--- src/rtl/node_info_ctrl_if.sv ---
// Packet-parser <-> node-info bus: accepted packet fields in, per-node state and Q-value out.
// The parser side takes the master modport; node_info_ctrl takes the slave modport.
interface node_info_ctrl_if #(
    parameter int WORD_W = 16
);
    logic              en_MNI;
    logic [2:0]        fPktType;
    logic [WORD_W-1:0] energy;
    logic [WORD_W-1:0] destinationID;
    logic [WORD_W-1:0] hops;
    logic [WORD_W-1:0] timeslot;
    logic [WORD_W-1:0] e_threshold;

    logic [WORD_W-1:0] myNodeID;
    logic [WORD_W-1:0] hopsFromSink;
    logic [WORD_W-1:0] myQValue;
    logic [WORD_W-1:0] myTimeslot;
    logic              role;
    logic              low_E;
    logic              busy;
    logic              q_valid;

    modport master (
        output en_MNI, fPktType, energy, destinationID, hops, timeslot, e_threshold,
        input  myNodeID, hopsFromSink, myQValue, myTimeslot, role, low_E, busy, q_valid
    );

    modport slave (
        input  en_MNI, fPktType, energy, destinationID, hops, timeslot, e_threshold,
        output myNodeID, hopsFromSink, myQValue, myTimeslot, role, low_E, busy, q_valid
    );
endinterface

--- src/rtl/node_info_ctrl.sv ---
// Per-node info register: decodes packet events, records hops/role/timeslot/low-energy, computes Q = energy/hops.
// Latency: field updates 1 cycle after accept; Q-value and q_valid WORD_W+1 cycles after an accepted HB.
// Backpressure: busy high while the serial divider runs; strobes seen while busy are dropped. Optional macro NODE_INFO_LOWE_HYST_EN.
module node_info_ctrl #(
    parameter int                 WORD_W  = 16,
    parameter logic [WORD_W-1:0]  NODE_ID = 16'h000C,
    parameter logic [WORD_W-1:0]  HYST    = 16'h0200
) (
    input  logic             clk,
    input  logic             nrst,
    node_info_ctrl_if.slave  bus
);

    typedef enum logic [1:0] {
        ST_IDLE = 2'd0,
        ST_DIV  = 2'd1,
        ST_DONE = 2'd2
    } state_t;

    localparam logic [2:0] PKT_HB   = 3'b000;
    localparam logic [2:0] PKT_CHE  = 3'b001;
    localparam logic [2:0] PKT_INV  = 3'b010;
    localparam logic [2:0] PKT_CHTS = 3'b100;
    localparam logic [2:0] PKT_DATA = 3'b101;

    localparam int               CNT_W     = $clog2(WORD_W + 1);
    localparam logic [CNT_W-1:0] LAST_STEP = CNT_W'(WORD_W - 1);

    state_t            state_q,   state_d;
    logic [CNT_W-1:0]  cnt_q,     cnt_d;
    logic [WORD_W-1:0] quo_q,     quo_d;
    logic [WORD_W-1:0] rem_q,     rem_d;
    logic [WORD_W-1:0] dvs_q,     dvs_d;
    logic [WORD_W-1:0] hops_q,    hops_d;
    logic [WORD_W-1:0] qval_q,    qval_d;
    logic [WORD_W-1:0] tslot_q,   tslot_d;
    logic              role_q,    role_d;
    logic              low_e_q,   low_e_d;
    logic              hb_lock_q, hb_lock_d;
    logic              q_vld_q,   q_vld_d;

    logic              accept;
    logic [WORD_W-1:0] hops_eff;
    logic              low_e_eval;
    logic [WORD_W:0]   rem_shift;
    logic [WORD_W:0]   rem_sub;
    logic              step_fits;

    assign accept   = bus.en_MNI && (state_q == ST_IDLE);
    assign hops_eff = (bus.hops == '0) ? WORD_W'(1) : bus.hops;

`ifdef NODE_INFO_LOWE_HYST_EN
    logic [WORD_W:0]   rel_sum;
    logic [WORD_W-1:0] rel_thr;

    // Release point is threshold + margin, clamped so a high threshold cannot wrap to a tiny value.
    assign rel_sum = {1'b0, bus.e_threshold} + {1'b0, HYST};
    assign rel_thr = rel_sum[WORD_W] ? '1 : rel_sum[WORD_W-1:0];

    always_comb begin
        low_e_eval = low_e_q;
        if (bus.energy < bus.e_threshold) begin
            low_e_eval = 1'b1;
        end else if (bus.energy >= rel_thr) begin
            low_e_eval = 1'b0;
        end
    end
`else
    logic unused_hyst;
    assign unused_hyst = ^HYST;
    assign low_e_eval  = (bus.energy < bus.e_threshold);
`endif

    // One restoring-division step: shift in the next dividend bit, subtract if the divisor fits.
    assign rem_shift = {rem_q, quo_q[WORD_W-1]};
    assign rem_sub   = rem_shift - {1'b0, dvs_q};
    assign step_fits = ~rem_sub[WORD_W];

    always_comb begin
        state_d   = state_q;
        cnt_d     = cnt_q;
        quo_d     = quo_q;
        rem_d     = rem_q;
        dvs_d     = dvs_q;
        hops_d    = hops_q;
        qval_d    = qval_q;
        tslot_d   = tslot_q;
        role_d    = role_q;
        low_e_d   = low_e_q;
        hb_lock_d = hb_lock_q;
        q_vld_d   = 1'b0;

        case (state_q)
            ST_IDLE: begin
                if (accept) begin
                    case (bus.fPktType)
                        PKT_HB: begin
                            // Only the first HB of a round counts; DATA re-arms the lock.
                            if (!hb_lock_q) begin
                                hops_d    = hops_eff;
                                role_d    = 1'b0;
                                low_e_d   = low_e_eval;
                                hb_lock_d = 1'b1;
                                quo_d     = bus.energy;
                                rem_d     = '0;
                                dvs_d     = hops_eff;
                                cnt_d     = '0;
                                state_d   = ST_DIV;
                            end
                        end
                        PKT_CHE: begin
                            if (bus.destinationID == NODE_ID) begin
                                role_d = 1'b1;
                            end
                        end
                        PKT_INV: begin
                        end
                        PKT_CHTS: begin
                            if (!role_q && (bus.destinationID == NODE_ID)) begin
                                tslot_d = bus.timeslot;
                            end
                        end
                        PKT_DATA: begin
                            hb_lock_d = 1'b0;
                        end
                        default: begin
                        end
                    endcase
                end
            end
            ST_DIV: begin
                rem_d = step_fits ? rem_sub[WORD_W-1:0] : rem_shift[WORD_W-1:0];
                quo_d = {quo_q[WORD_W-2:0], step_fits};
                cnt_d = cnt_q + CNT_W'(1);
                if (cnt_q == LAST_STEP) begin
                    state_d = ST_DONE;
                end
            end
            ST_DONE: begin
                qval_d  = quo_q;
                q_vld_d = 1'b1;
                state_d = ST_IDLE;
            end
            default: begin
                state_d = ST_IDLE;
            end
        endcase
    end

    always_ff @(posedge clk or negedge nrst) begin
        if (!nrst) begin
            state_q   <= ST_IDLE;
            cnt_q     <= '0;
            quo_q     <= '0;
            rem_q     <= '0;
            dvs_q     <= '0;
            hops_q    <= '0;
            qval_q    <= '0;
            tslot_q   <= '0;
            role_q    <= 1'b0;
            low_e_q   <= 1'b0;
            hb_lock_q <= 1'b0;
            q_vld_q   <= 1'b0;
        end else begin
            state_q   <= state_d;
            cnt_q     <= cnt_d;
            quo_q     <= quo_d;
            rem_q     <= rem_d;
            dvs_q     <= dvs_d;
            hops_q    <= hops_d;
            qval_q    <= qval_d;
            tslot_q   <= tslot_d;
            role_q    <= role_d;
            low_e_q   <= low_e_d;
            hb_lock_q <= hb_lock_d;
            q_vld_q   <= q_vld_d;
        end
    end

    assign bus.myNodeID     = NODE_ID;
    assign bus.hopsFromSink = hops_q;
    assign bus.myQValue     = qval_q;
    assign bus.myTimeslot   = tslot_q;
    assign bus.role         = role_q;
    assign bus.low_E        = low_e_q;
    assign bus.busy         = (state_q != ST_IDLE);
    assign bus.q_valid      = q_vld_q;

endmodule

--- src/flat_wrapper.sv ---
// flat-port wrapper written by rule: the top's interface ports become plain ports
module node_info_ctrl_flat 
#(
    parameter int                 WORD_W  = 16,
    parameter logic [WORD_W-1:0]  NODE_ID = 16'h000C,
    parameter logic [WORD_W-1:0]  HYST    = 16'h0200
)
  (clk, nrst, bus_en_MNI, bus_fPktType, bus_energy, bus_destinationID, bus_hops, bus_timeslot, bus_e_threshold, bus_myNodeID, bus_hopsFromSink, bus_myQValue, bus_myTimeslot, bus_role, bus_low_E, bus_busy, bus_q_valid);
  node_info_ctrl_if #(.WORD_W(WORD_W)) bus_i ();
  input  logic clk;
  input  logic nrst;
  input wire logic [$bits(bus_i.en_MNI)-1:0] bus_en_MNI;
  input wire logic [$bits(bus_i.fPktType)-1:0] bus_fPktType;
  input wire logic [$bits(bus_i.energy)-1:0] bus_energy;
  input wire logic [$bits(bus_i.destinationID)-1:0] bus_destinationID;
  input wire logic [$bits(bus_i.hops)-1:0] bus_hops;
  input wire logic [$bits(bus_i.timeslot)-1:0] bus_timeslot;
  input wire logic [$bits(bus_i.e_threshold)-1:0] bus_e_threshold;
  output wire logic [$bits(bus_i.myNodeID)-1:0] bus_myNodeID;
  output wire logic [$bits(bus_i.hopsFromSink)-1:0] bus_hopsFromSink;
  output wire logic [$bits(bus_i.myQValue)-1:0] bus_myQValue;
  output wire logic [$bits(bus_i.myTimeslot)-1:0] bus_myTimeslot;
  output wire logic [$bits(bus_i.role)-1:0] bus_role;
  output wire logic [$bits(bus_i.low_E)-1:0] bus_low_E;
  output wire logic [$bits(bus_i.busy)-1:0] bus_busy;
  output wire logic [$bits(bus_i.q_valid)-1:0] bus_q_valid;
  assign bus_i.en_MNI = bus_en_MNI;
  assign bus_i.fPktType = bus_fPktType;
  assign bus_i.energy = bus_energy;
  assign bus_i.destinationID = bus_destinationID;
  assign bus_i.hops = bus_hops;
  assign bus_i.timeslot = bus_timeslot;
  assign bus_i.e_threshold = bus_e_threshold;
  assign bus_myNodeID = bus_i.myNodeID;
  assign bus_hopsFromSink = bus_i.hopsFromSink;
  assign bus_myQValue = bus_i.myQValue;
  assign bus_myTimeslot = bus_i.myTimeslot;
  assign bus_role = bus_i.role;
  assign bus_low_E = bus_i.low_E;
  assign bus_busy = bus_i.busy;
  assign bus_q_valid = bus_i.q_valid;
  node_info_ctrl #(.WORD_W(WORD_W), .NODE_ID(NODE_ID), .HYST(HYST)) u_core (.clk(clk), .nrst(nrst), .bus(bus_i));
endmodule
--- config.mk ---
export PLATFORM = sky130hd
export DESIGN_NAME = node_info_ctrl_flat
export DESIGN_NICKNAME = d
export VERILOG_FILES = /design/src/rtl/node_info_ctrl_if.sv /design/src/rtl/node_info_ctrl.sv /design/src/flat_wrapper.sv
export SDC_FILE = /design/constraint.sdc
export NUM_CORES = 1
export LEC_CHECK = 0
export ABC_AREA = 1
export CAP_MARGIN = 5
export CORE_MARGIN = 2
export CORE_UTILIZATION = 50
export CTS_BUF_LIST = sky130_fd_sc_hd__clkbuf_4 sky130_fd_sc_hd__clkbuf_8 sky130_fd_sc_hd__clkbuf_16
export DETAILED_ROUTE_END_ITERATION = 10
export PLACE_DENSITY = 0.87
export SLEW_MARGIN = 20
export SYNTH_ARGS = -nofsm -noshare
export SYNTH_HDL_FRONTEND = slang
export SYNTH_SLANG_ARGS = --single-unit
--- constraint.sdc ---
create_clock -name clk -period 5.8 [get_ports clk]
set_clock_uncertainty 0.15 [all_clocks]
set_input_delay 0.87 -clock clk [delete_from_list [all_inputs] [get_ports clk]]
set_output_delay 0.87 -clock clk [all_outputs]
set_load 0.005 [all_outputs]
==> results.cfg <==
[die]
num_rows = 38
start_util = 0.511
die_x_um = 109
die_y_um = 109
pin_count = 154
coreArea_sq_mm = 0.0108
die_area_sq_mm = 0.0119

[critical_path]
slowest_delay_ns = 0.77
endpoint_kind = register
critPathKind = input port to register
r2r_slack_ns = 3.06
critPathMaxFanout = 32
worst_setup_path_start_kind = input port
crit_family = simple AND/OR/NAND/NOR gates
arrival_ns = 2.99
cp_num_buf_inv = 1
worstPathCellList = clkdlybuf4s50_1 > nor2_1 > nand2_1 > nor4_1 > nand3_1 > o21ai_0
worstPathRequired_ns = 5.89
cpMaxStageDelayCell = nand3_1

[drt]
via_count = 5065
routed_via_density = 5.09
dr.pass1.iters = 6
drt_iter0_drc = 323
wl_um = 13700
ant_nets = 0
wl_per_cell_um = 13.8
drcViolationCount = 0

[synth]
synth_fa_ha_area_frac = 0.0785
synth_edf_count = 0
synth_area_leaders = dfrtp_1 41%, nand2_1 14%, inv_1 8.4%
synth.most_common_cell = nand2_1
synth_top_family_by_area = simple AND/OR/NAND/NOR gates
synth-main-ff-cell = dfrtp_1
synth_top_area_cell = dfrtp_1
syn_avg_cell_area_sq_um = 7.67
synthArstFlopShare = 1.00
synth_area_sq_mm = 0.00552
muxShareOfSynthArea = 0
synth_seq_cells = 91
synth_common_cells = 211 x nand2_1, 124 x inv_1, 91 x dfrtp_1
synth-seq-area-share = 0.413
synth_compound_area_frac = 0.106
synthSimpleGateAreaFrac = 0.271
synth_top_area_frac = 0.413
yosysWarnings = 0
synth.distinct_cells = 44
synth_xor_area_frac = 0.00635
syn-instance-count = 719

[sta]
worst_slew_pin_slew_ns = 0.993
drv_slew = 0
finalCritPeriodShare = 0.501
fin_ws_ns = 2.90
hold_violations = 0
tns_ns = 0
period_needed_ns = 2.90
finalSetupViolations = 0
relSlewSlack = 0.338
max_clock_freq_mhz = 344
grt_setup_unrepaired = false

[global_route]
antenna_found_initial = 0
grt.overflow.total = 0
grt_pass1_vias = 4922
grt_max_degree = 84
grt_util_all_layers = 0.241
grt_pass1_wl_um = 22600

[clocking]
cts_tree = yes
cts.sinks = 91
ctsHoldBuffers = 0
cts.clk_slew.worst_paths_ns = 0.10
cts.htree.levels = 3
cts_resized = 0
cts_root_buf = clkbuf_8
clockBufferDepth = 2
clk_latency_ns = 0.35
cts_setup_buffers = 0
cts_buffers = 9

[place]
place_area_sq_mm = 0.00692
pre_cts_ws_ns = 2.52
gp_congestion = 0.924
dp_hpwl_um = 10500
io_buffer_count = 137

[cells_and_area]
multi_input_area_sq_mm = 0.00261
syn2layout_area_growth_pct = 29.5
fill_cells = 867
stdcell_area_sq_mm = 0.00714
nets = 971
seqCellArea_sq_mm = 0.00228
n_antenna_cell = 0
drive_above_1_share = 0.0561

[power_and_ir_drop]
p_leak_nw = 3.60
vdd_drop_max_v = 0.000234
power_density_mw_per_mm2 = 496
power.total_mw = 3.54

[outcome]
status = finished clean

[worst_hold_path]
hp-class = input port to asynchronous set/reset pin

[job]
max_cap_violations = 0
## layer usage
| metal | vias up | routed length (um) | global-route usage |
|---|---|---|---|
| met5 | - | 0 | 0 |
| met2 | 159 | 6910 | 0.413 |
| met3 | 24 | 656 | 0.0371 |
| li1 | 2529 | - | - |
| met4 | 0 | 277 | 0.0733 |
| met1 | 2353 | 5850 | 0.315 |
## sequential cells by signal, indices dropped and copies added (netlist names)
| name | count |
|---|---|
| u_core.bus.q_valid | 1 |
| u_core.quo_q | 16 |
| u_core.state_q | 2 |
| u_core.bus.role | 1 |
| u_core.cnt_q | 5 |
| u_core.bus.myTimeslot | 16 |
| u_core.bus.low_E | 1 |
| u_core.bus.hopsFromSink | 16 |
| u_core.bus.myQValue | 16 |
| u_core.hb_lock_q | 1 |
| u_core.rem_q | 16 |
## report_power, final
part	internal (mW)	switching (mW)	total, mW
clock network	0.212	0.255	0.467
logic	0.838	1.27	2.11
registers	0.835	0.133	0.968
total	1.89	1.66	3.54
## placed cells by master (no fill, tap or decap), types with 3 or more instances in the layout
cell | netlist | final
nor2_1 | 25 | 25
inv_2 | 3 | 3
ha_1 | 33 | 33
nand2_1 | 211 | 211
o221ai_1 | 15 | 15
o21ai_1 | 4 | 4
conb_1 | 2 | 16
inv_1 | 124 | 124
nor3_1 | 3 | 3
clkbuf_8 | 0 | 9
nor4_1 | 6 | 6
nand3_2 | 6 | 6
nand3b_1 | 6 | 6
a21oi_1 | 17 | 17
o21ai_0 | 51 | 51
nand4_1 | 7 | 7
nand2_2 | 8 | 8
nand2_4 | 5 | 5
clkdlybuf4s50_1 | 0 | 136
xnor2_1 | 3 | 3
dfrtp_1 | 91 | 91
nand3_1 | 45 | 45
## per-stage QoR
step                std cells  hold slack (ns)  utilization
finish                    996            0.174        0.662
global route              996            0.167        0.662
CTS                       996            0.161        0.661
detailed placement        980            0.322        0.641
global placement          980            0.309        0.641
floorplan                 733            0.285            -
## path summary, 6_finish.rpt
check	start	to	depth (start not counted)
worst max-delay path	bus_destinationID[7]	u_core.bus.myTimeslot[4]	6
worst min-delay path	nrst	u_core.bus.hopsFromSink[10]	1
worst max register to register	u_core.state_q[0]	u_core.cnt_q[1]	6
worst min register to register	u_core.bus.myTimeslot[9]	u_core.bus.myTimeslot[9]	2
max in group asynchronous	nrst	u_core.cnt_q[4]	2
min in group clk	u_core.bus.myTimeslot[9]	u_core.bus.myTimeslot[9]	2
## worst register-to-register path, delay by kind of cell, from the launching register on
kind                   cells  cell delay (ns)
and+or+nand+nor            2             1.17
buffers and inverters      3             0.68
DFF                        1             0.39
AOI/OAI and AO/OA          1             0.23
## cell type report
type	instances	share of cell area
multi-input combinational	483	0.365
tap	140	0.0245
sequential	91	0.319
clock inverter	7	0.0133
inverter	127	0.0667
timing repair buffer	139	0.194
clock buffer	9	0.0173
## logic make-up (layout without fill, tap and decap cells)
group                    Yosys count  count (layout)
AND/OR/NAND/NOR                  331             331
buffers and inverters            159             282
AO/OA/AOI/OAI                     98              98
flip-flops                        91              91
adder cells (fa/ha/maj)           34              34
XOR/XNOR                           4               4
other                              2              16
Note: power is estimated with default switching activity, not from simulation.
